$ cat config.mk
export PLATFORM = sky130hd
export DESIGN_NAME = alu_arbiter_flat
export DESIGN_NICKNAME = d
export VERILOG_FILES = /design/src/rtl/alu_arbiter_if.sv /design/src/rtl/alu_arbiter.sv /design/src/flat_wrapper.sv
export SDC_FILE = /design/constraint.sdc
export NUM_CORES = 1
export LEC_CHECK = 0
export BUFFER_PORTS_ARGS = -buffer_cell sky130_fd_sc_hd__buf_2
export CAP_MARGIN = 20
export CORE_ASPECT_RATIO = 1.5
export CORE_MARGIN = 2
export CORE_UTILIZATION = 46
export CTS_CLUSTER_DIAMETER = 200
export DETAILED_ROUTE_END_ITERATION = 8
export MAX_ROUTING_LAYER = met4
export PLACE_DENSITY = 0.81
export SYNTH_ARGS = -nofsm -noshare
export SYNTH_HDL_FRONTEND = slang
export SYNTH_SLANG_ARGS = --single-unit
$ cat constraint.sdc
create_clock -name clk -period 4.2 [get_ports clk]
set_clock_uncertainty 0.2 [all_clocks]
set_input_delay 0.21 -clock clk [delete_from_list [all_inputs] [get_ports clk]]
set_output_delay 0.21 -clock clk [all_outputs]
set_load 0.02 [all_outputs]
$ cat src/rtl/alu_arbiter_if.sv
//-----------------------------------------------------------------------------
// alu_arbiter_if
// Bundles every handshake and bus signal of the two-requester ALU arbiter:
//   req0_* / req1_*   : command channels (valid/ready, opcode, operands a/b)
//   resp0_* / resp1_* : response channels (valid/ready, result, error)
//   alu_*             : command/result path to the shared ALU
//   busy              : arbiter is not idle
// modport slave  : the arbiter side
// modport master : the requesters + ALU environment side
//-----------------------------------------------------------------------------
`timescale 1ns/1ps
interface alu_arbiter_if;
  logic        req0_valid;
  logic        req0_ready;
  logic [2:0]  req0_opcode;
  logic [7:0]  req0_a;
  logic [7:0]  req0_b;
  logic        req1_valid;
  logic        req1_ready;
  logic [2:0]  req1_opcode;
  logic [7:0]  req1_a;
  logic [7:0]  req1_b;

  logic        resp0_valid;
  logic        resp0_ready;
  logic [15:0] resp0_result;
  logic        resp0_error;
  logic        resp1_valid;
  logic        resp1_ready;
  logic [15:0] resp1_result;
  logic        resp1_error;

  logic        alu_start;
  logic [2:0]  alu_opcode;
  logic [7:0]  alu_a;
  logic [7:0]  alu_b;
  logic [15:0] alu_result;
  logic        alu_done;

  logic        busy;

  modport slave (
    input  req0_valid, req0_opcode, req0_a, req0_b,
    input  req1_valid, req1_opcode, req1_a, req1_b,
    output req0_ready, req1_ready,
    output resp0_valid, resp0_result, resp0_error,
    output resp1_valid, resp1_result, resp1_error,
    input  resp0_ready, resp1_ready,
    output alu_start, alu_opcode, alu_a, alu_b,
    input  alu_result, alu_done,
    output busy
  );

  modport master (
    output req0_valid, req0_opcode, req0_a, req0_b,
    output req1_valid, req1_opcode, req1_a, req1_b,
    input  req0_ready, req1_ready,
    input  resp0_valid, resp0_result, resp0_error,
    input  resp1_valid, resp1_result, resp1_error,
    output resp0_ready, resp1_ready,
    input  alu_start, alu_opcode, alu_a, alu_b,
    output alu_result, alu_done,
    input  busy
  );
endinterface

$ cat src/rtl/alu_arbiter.sv
//-----------------------------------------------------------------------------
// alu_arbiter
// Shares one ALU between two requesters. One command is in flight at a time;
// requesters are granted round-robin while idle, the command is issued to the
// ALU with a one-cycle start pulse, the result (or a timeout error) is
// returned on the owning requester's response channel and held until taken.
//
// Ports
//   clk    : rising-edge clock
//   rst_n  : asynchronous active-low reset
//   bus    : alu_arbiter_if.slave (request, response, ALU and busy signals)
// Parameter
//   TIMEOUT : WAIT cycles allowed before the operation is aborted with error
//-----------------------------------------------------------------------------
`timescale 1ns/1ps
module alu_arbiter #(
  parameter int TIMEOUT = 32
) (
  input  logic         clk,
  input  logic         rst_n,
  alu_arbiter_if.slave bus
);

  localparam int CNT_W = (TIMEOUT > 2) ? $clog2(TIMEOUT) : 1;
  localparam logic [CNT_W-1:0] CNT_LAST = CNT_W'(TIMEOUT - 1);

  typedef enum logic [1:0] {
    IDLE  = 2'd0,
    ISSUE = 2'd1,
    WAIT  = 2'd2,
    RESP  = 2'd3
  } state_e;

  // Control state (reset)
  state_e           state_q, state_d;
  logic             prio_q, prio_d;    // requester holding priority
  logic             id_q, id_d;        // owner of the in-flight command
  logic [CNT_W-1:0] cnt_q, cnt_d;      // WAIT cycle counter

  // Command / response payload (no reset; every use is gated by state)
  logic [2:0]       op_q, op_d;
  logic [7:0]       a_q, a_d;
  logic [7:0]       b_q, b_d;
  logic [15:0]      res_q, res_d;
  logic             err_q, err_d;

  // Arbitration
  logic             gnt_vld;
  logic             gnt_id;
  logic [2:0]       sel_op;
  logic [7:0]       sel_a;
  logic [7:0]       sel_b;
  logic             own_ready;

  // Grant is purely combinational. It is masked by rst_n so that the ready
  // outputs stay low while reset is held even though the state reads IDLE.
  always_comb begin
    gnt_vld = 1'b0;
    gnt_id  = 1'b0;
    if (rst_n && (state_q == IDLE)) begin
      if (bus.req0_valid && bus.req1_valid) begin
        gnt_vld = 1'b1;
        gnt_id  = prio_q;
      end else if (bus.req0_valid) begin
        gnt_vld = 1'b1;
        gnt_id  = 1'b0;
      end else if (bus.req1_valid) begin
        gnt_vld = 1'b1;
        gnt_id  = 1'b1;
      end
    end
  end

  assign sel_op    = gnt_id ? bus.req1_opcode : bus.req0_opcode;
  assign sel_a     = gnt_id ? bus.req1_a      : bus.req0_a;
  assign sel_b     = gnt_id ? bus.req1_b      : bus.req0_b;
  assign own_ready = id_q ? bus.resp1_ready : bus.resp0_ready;

  assign bus.req0_ready = gnt_vld && !gnt_id;
  assign bus.req1_ready = gnt_vld &&  gnt_id;

  // Next-state logic
  always_comb begin
    state_d = state_q;
    prio_d  = prio_q;
    id_d    = id_q;
    cnt_d   = '0;
    op_d    = op_q;
    a_d     = a_q;
    b_d     = b_q;
    res_d   = res_q;
    err_d   = err_q;

    unique case (state_q)
      IDLE: begin
        if (gnt_vld) begin
          id_d   = gnt_id;
          prio_d = ~gnt_id;
          op_d   = sel_op;
          a_d    = sel_a;
          b_d    = sel_b;
          // Opcode 000 is a no-op: answer immediately without the ALU.
          if (sel_op == 3'b000) begin
            res_d   = 16'h0000;
            err_d   = 1'b0;
            state_d = RESP;
          end else begin
            state_d = ISSUE;
          end
        end
      end

      ISSUE: begin
        state_d = WAIT;
      end

      WAIT: begin
        // alu_done is checked first so it wins over a coinciding timeout.
        if (bus.alu_done) begin
          res_d   = bus.alu_result;
          err_d   = 1'b0;
          state_d = RESP;
        end else if (cnt_q == CNT_LAST) begin
          res_d   = 16'h0000;
          err_d   = 1'b1;
          state_d = RESP;
        end else begin
          cnt_d = cnt_q + 1'b1;
        end
      end

      RESP: begin
        if (own_ready) begin
          state_d = IDLE;
        end
      end

      default: begin
        state_d = IDLE;
      end
    endcase
  end

  always_ff @(posedge clk or negedge rst_n) begin
    if (!rst_n) begin
      state_q <= IDLE;
      prio_q  <= 1'b0;
      id_q    <= 1'b0;
      cnt_q   <= '0;
    end else begin
      state_q <= state_d;
      prio_q  <= prio_d;
      id_q    <= id_d;
      cnt_q   <= cnt_d;
    end
  end

  always_ff @(posedge clk) begin
    op_q  <= op_d;
    a_q   <= a_d;
    b_q   <= b_d;
    res_q <= res_d;
    err_q <= err_d;
  end

  // Outputs. The ALU bus carries the command only while ISSUE/WAIT so it is
  // stable for the whole operation and zero otherwise.
  logic alu_active;
  logic in_resp;

  assign alu_active = (state_q == ISSUE) || (state_q == WAIT);
  assign in_resp    = (state_q == RESP);

  assign bus.alu_start  = (state_q == ISSUE);
  assign bus.alu_opcode = alu_active ? op_q : 3'b000;
  assign bus.alu_a      = alu_active ? a_q  : 8'h00;
  assign bus.alu_b      = alu_active ? b_q  : 8'h00;

  assign bus.resp0_valid  = in_resp && !id_q;
  assign bus.resp1_valid  = in_resp &&  id_q;
  assign bus.resp0_result = (in_resp && !id_q) ? res_q : 16'h0000;
  assign bus.resp1_result = (in_resp &&  id_q) ? res_q : 16'h0000;
  assign bus.resp0_error  = in_resp && !id_q && err_q;
  assign bus.resp1_error  = in_resp &&  id_q && err_q;

  assign bus.busy = (state_q != IDLE);

endmodule

$ cat src/flat_wrapper.sv
// flat-port wrapper written by rule: the top's interface ports become plain ports
module alu_arbiter_flat 
#(
  parameter int TIMEOUT = 32
)
  (clk, rst_n, bus_req0_valid, bus_req0_opcode, bus_req0_a, bus_req0_b, bus_req1_valid, bus_req1_opcode, bus_req1_a, bus_req1_b, bus_req0_ready, bus_req1_ready, bus_resp0_valid, bus_resp0_result, bus_resp0_error, bus_resp1_valid, bus_resp1_result, bus_resp1_error, bus_resp0_ready, bus_resp1_ready, bus_alu_start, bus_alu_opcode, bus_alu_a, bus_alu_b, bus_alu_result, bus_alu_done, bus_busy);
  alu_arbiter_if bus_i ();
  input  logic clk;
  input  logic rst_n;
  input wire logic [$bits(bus_i.req0_valid)-1:0] bus_req0_valid;
  input wire logic [$bits(bus_i.req0_opcode)-1:0] bus_req0_opcode;
  input wire logic [$bits(bus_i.req0_a)-1:0] bus_req0_a;
  input wire logic [$bits(bus_i.req0_b)-1:0] bus_req0_b;
  input wire logic [$bits(bus_i.req1_valid)-1:0] bus_req1_valid;
  input wire logic [$bits(bus_i.req1_opcode)-1:0] bus_req1_opcode;
  input wire logic [$bits(bus_i.req1_a)-1:0] bus_req1_a;
  input wire logic [$bits(bus_i.req1_b)-1:0] bus_req1_b;
  output wire logic [$bits(bus_i.req0_ready)-1:0] bus_req0_ready;
  output wire logic [$bits(bus_i.req1_ready)-1:0] bus_req1_ready;
  output wire logic [$bits(bus_i.resp0_valid)-1:0] bus_resp0_valid;
  output wire logic [$bits(bus_i.resp0_result)-1:0] bus_resp0_result;
  output wire logic [$bits(bus_i.resp0_error)-1:0] bus_resp0_error;
  output wire logic [$bits(bus_i.resp1_valid)-1:0] bus_resp1_valid;
  output wire logic [$bits(bus_i.resp1_result)-1:0] bus_resp1_result;
  output wire logic [$bits(bus_i.resp1_error)-1:0] bus_resp1_error;
  input wire logic [$bits(bus_i.resp0_ready)-1:0] bus_resp0_ready;
  input wire logic [$bits(bus_i.resp1_ready)-1:0] bus_resp1_ready;
  output wire logic [$bits(bus_i.alu_start)-1:0] bus_alu_start;
  output wire logic [$bits(bus_i.alu_opcode)-1:0] bus_alu_opcode;
  output wire logic [$bits(bus_i.alu_a)-1:0] bus_alu_a;
  output wire logic [$bits(bus_i.alu_b)-1:0] bus_alu_b;
  input wire logic [$bits(bus_i.alu_result)-1:0] bus_alu_result;
  input wire logic [$bits(bus_i.alu_done)-1:0] bus_alu_done;
  output wire logic [$bits(bus_i.busy)-1:0] bus_busy;
  assign bus_i.req0_valid = bus_req0_valid;
  assign bus_i.req0_opcode = bus_req0_opcode;
  assign bus_i.req0_a = bus_req0_a;
  assign bus_i.req0_b = bus_req0_b;
  assign bus_i.req1_valid = bus_req1_valid;
  assign bus_i.req1_opcode = bus_req1_opcode;
  assign bus_i.req1_a = bus_req1_a;
  assign bus_i.req1_b = bus_req1_b;
  assign bus_req0_ready = bus_i.req0_ready;
  assign bus_req1_ready = bus_i.req1_ready;
  assign bus_resp0_valid = bus_i.resp0_valid;
  assign bus_resp0_result = bus_i.resp0_result;
  assign bus_resp0_error = bus_i.resp0_error;
  assign bus_resp1_valid = bus_i.resp1_valid;
  assign bus_resp1_result = bus_i.resp1_result;
  assign bus_resp1_error = bus_i.resp1_error;
  assign bus_i.resp0_ready = bus_resp0_ready;
  assign bus_i.resp1_ready = bus_resp1_ready;
  assign bus_alu_start = bus_i.alu_start;
  assign bus_alu_opcode = bus_i.alu_opcode;
  assign bus_alu_a = bus_i.alu_a;
  assign bus_alu_b = bus_i.alu_b;
  assign bus_i.alu_result = bus_alu_result;
  assign bus_i.alu_done = bus_alu_done;
  assign bus_busy = bus_i.busy;
  alu_arbiter #(.TIMEOUT(TIMEOUT)) u_core (.clk(clk), .rst_n(rst_n), .bus(bus_i));
endmodule
==> impl_metrics.yaml <==
logic_synthesis:
  ys.flop_type: "edfxtp_1"
  synth_top_cells_by_count: "39 x and2_1, 36 x edfxtp_1, 34 x and3_1, 19 x mux2_2, 10 x clkbuf_1"
  synth_edf_count: 36
  async_reset_ff_share_pct: 20.0
  synth_top_area_share_pct: 45.8
  synth.most_common_cell: "and2_1"
  avgSynthCellArea_sq_um: 12.4
  synth_top_cell_by_area: "edfxtp_1"
  seq_area_frac_synth_pct: 55.3
  synth_area_sq_um: 2360
  synth_cells: 191
  syn-num-nets: 259
  synth.area.top_cells: "edfxtp_1 46%, and2_1 10%, dfrtp_1 9.5%, mux2_2 9.1%, and3_1 9.0%"
  yosysWarnings: 0
  synthDistinctLibCells: 28
  ys_seq_elements: 45
grt:
  grt_overflow_total: 0
  grt_max_degree: 26
  antenna_found_initial: 0
  grt_usage_pct: 17.7
  grt_first_pass_wirelength_um: 7960
  grt_pass1_vias: 1815
sta:
  holdWs_ps: 14.5
  min_period_ps: 2800
  setup_viol: 0
  fin_crit_sh_pct: 66.5
  slew_violations: 0
  setup_ws_ps: 1400
  setup-tns-final_ps: 0
  tightest_slew_ps: 799
  hold_viol_final: 0
  slew_headroom_pct: 46.6
  grt_setup_unrepaired: "no"
  fmax_mhz: 358
placement:
  place_congestion: 0.751
  dp.cells: 365
  numPortBuffers: 119
  dp_hpwl_um: 3730
  place_area_sq_um: 2990
  preCtsSetupSlack_ps: 1370
die:
  num_io_pins: 120
  design.core.area_sq_um: 4890
  rows: 31
  die_area_sq_um: 5730
  die_y_um: 91.7
  start_util_pct: 48.3
  die_w_um: 62.5
clock_tree:
  cts_max_level: 2
  cts_made_buffers: 5
  clockRootBuffer: "clkbuf_8"
  clk_pin_slew_ps: 80
  clk_path_buf_depth: 2
  clk_latency_ps: 290
  cts_setup_buffers: 0
  ctsHoldBuffers: 1
  ctsResizeCount: 0
  clock_sinks: 45
  cts_tree: "yes"
power_and_ir_drop:
  ir_drop_mv: 0.334
  p_sw_uw: 713
  swShare_pct: 39.3
  finalPower_mw: 1.81
  pwr-share-clk_pct: 18.4
  power_frac_comb_pct: 45.8
  p_int_mw: 1.10
  power_frac_seq_pct: 35.8
  p_per_area_nw_per_um2: 580
  p_leak_nw: 1.61
critical_path:
  r2r_end: "u_core.res_q[10]"
  cp-start-kind: "register"
  reg2reg_setup_slack_ps: 1400
  cp_max_fo: 25
  crit_path_end_kind: "register"
  worst_r2r_path_depth: 7
  critPathKind: "register to register"
  r2r-start: "u_core.state_q[0]"
  crit_arrival_ps: 2580
  cp.required_ps: 3980
cells_and_area:
  finalInstanceArea_sq_um: 3120
  drive_gt1_share_pct: 49.7
  syn_to_final_growth_pct: 32.2
  instances_no_fill: 374
  diodes: 0
  fin_util_pct: 63.9
  fin_nets: 375
routing:
  finalWirelength_um: 4710
  wire_per_inst_um: 12.6
  firstDrtPassIters: 4
  vias: 1848
  ant_nets: 0
  drt-initial-drc-count: 39
  viasPerCell: 4.94
  drc: 0
worst_hold_path:
  hp-class: "primary input to register"
  holdPathStages: 2
  whs_endpoint: "u_core.a_q[1]"
  min_from: "bus_req1_a[1]"
flow_run:
  cap_violations: 0
run_status:
  status: "finished clean"
## power groups by stage
stage / combinational, mW / sequential (mW) / clock, mW
CTS: 0.845 / 0.648 / 0.341
detailed placement: 0.841 / 0.658 / 0
global route: 0.919 / 0.661 / 0.361
floorplan: 0.605 / 0.634 / 0
global placement: 0.828 / 0.651 / 0
finish: 0.830 / 0.648 / 0.333
## layer usage
metal	vias up	track usage, %	part of all wire [%]
li1	912	-	-
met1	831	20.1	39
met2	100	30.9	51
met3	5	4.42	9.8
met4	0	5.00	1.2
met5	-	-	0
## sequential cells by signal, summed over array words and instances (netlist names)
| register | count |
|---|---|
| u_core.a_q | 8 |
| u_core.b_q | 8 |
| u_core.cnt_q | 5 |
| u_core.err_q | 1 |
| u_core.id_q | 1 |
| u_core.op_q | 3 |
| u_core.prio_q | 1 |
| u_core.res_q | 16 |
| u_core.state_q | 2 |
## cell families after synthesis
logic type / after synthesis / synth area share, %
flops: 45 / 55.3
xor+xnor: 2 / 0.742
fa+ha+maj: 7 / 3.71
compound gates: 10 / 3.66
buf+inv: 17 / 3.34
simple gates: 88 / 22.9
mux: 22 / 10.3
## placed cells by master (no fill, tap or decap)
master and count:
nor3b_1 1, nor2b_1 2, bufinv_16 1, o21ai_0 2
ha_1 7, dlygate4sd3_1 1, mux2_2 19, nand3_1 2
a221oi_2 1, and3_1 34, a21oi_4 1, buf_2 119
o21ai_1 1, o211ai_2 1, nand2b_1 3, nor2_1 4
xor2_1 1, o31ai_2 1, clkbuf_8 6, inv_1 5
and2_1 39, buf_4 1, clkinvlp_4 1, dfrtp_1 9
nor3_1 2, nand3_2 1, xnor2_1 1, o22ai_1 1
a21oi_1 1, edfxtp_1 36, mux2i_1 3, a21o_2 1
## critical path, stage by stage (launching register included)
cell	delay, ps
dfrtp_1	410
inv_1	130
ha_1	280
nand3_2	120
a21oi_4	600
mux2i_1	210
o31ai_2	260
buf_4	280
## area by class of cell
cell class | instances | area [sq um]
clock buffers | 6 | 82.6
clock inverters | 2 | 37.5
fillers | 417 | 1770
inverters | 5 | 18.8
multi-input cells | 129 | 981
flip-flops and latches | 45 | 1310
well taps | 66 | 82.6
repair buffers | 121 | 613
## how the worst max path moves through the flow
stage                                 start                to  slack (ps)  cells past startpoint
after global routing      u_core.state_q[1]  u_core.res_q[13]        1200                      7
after floorplan           u_core.state_q[0]      u_core.err_q        1040                      6
after detailed placement  u_core.state_q[0]  u_core.res_q[14]        1370                      7
after global placement    u_core.state_q[0]  u_core.res_q[12]        1500                      7
after CTS                 u_core.state_q[0]  u_core.res_q[14]        1370                      7
final                     u_core.state_q[0]  u_core.res_q[10]        1400                      7
Note: power is estimated with default switching activity, not from simulation.
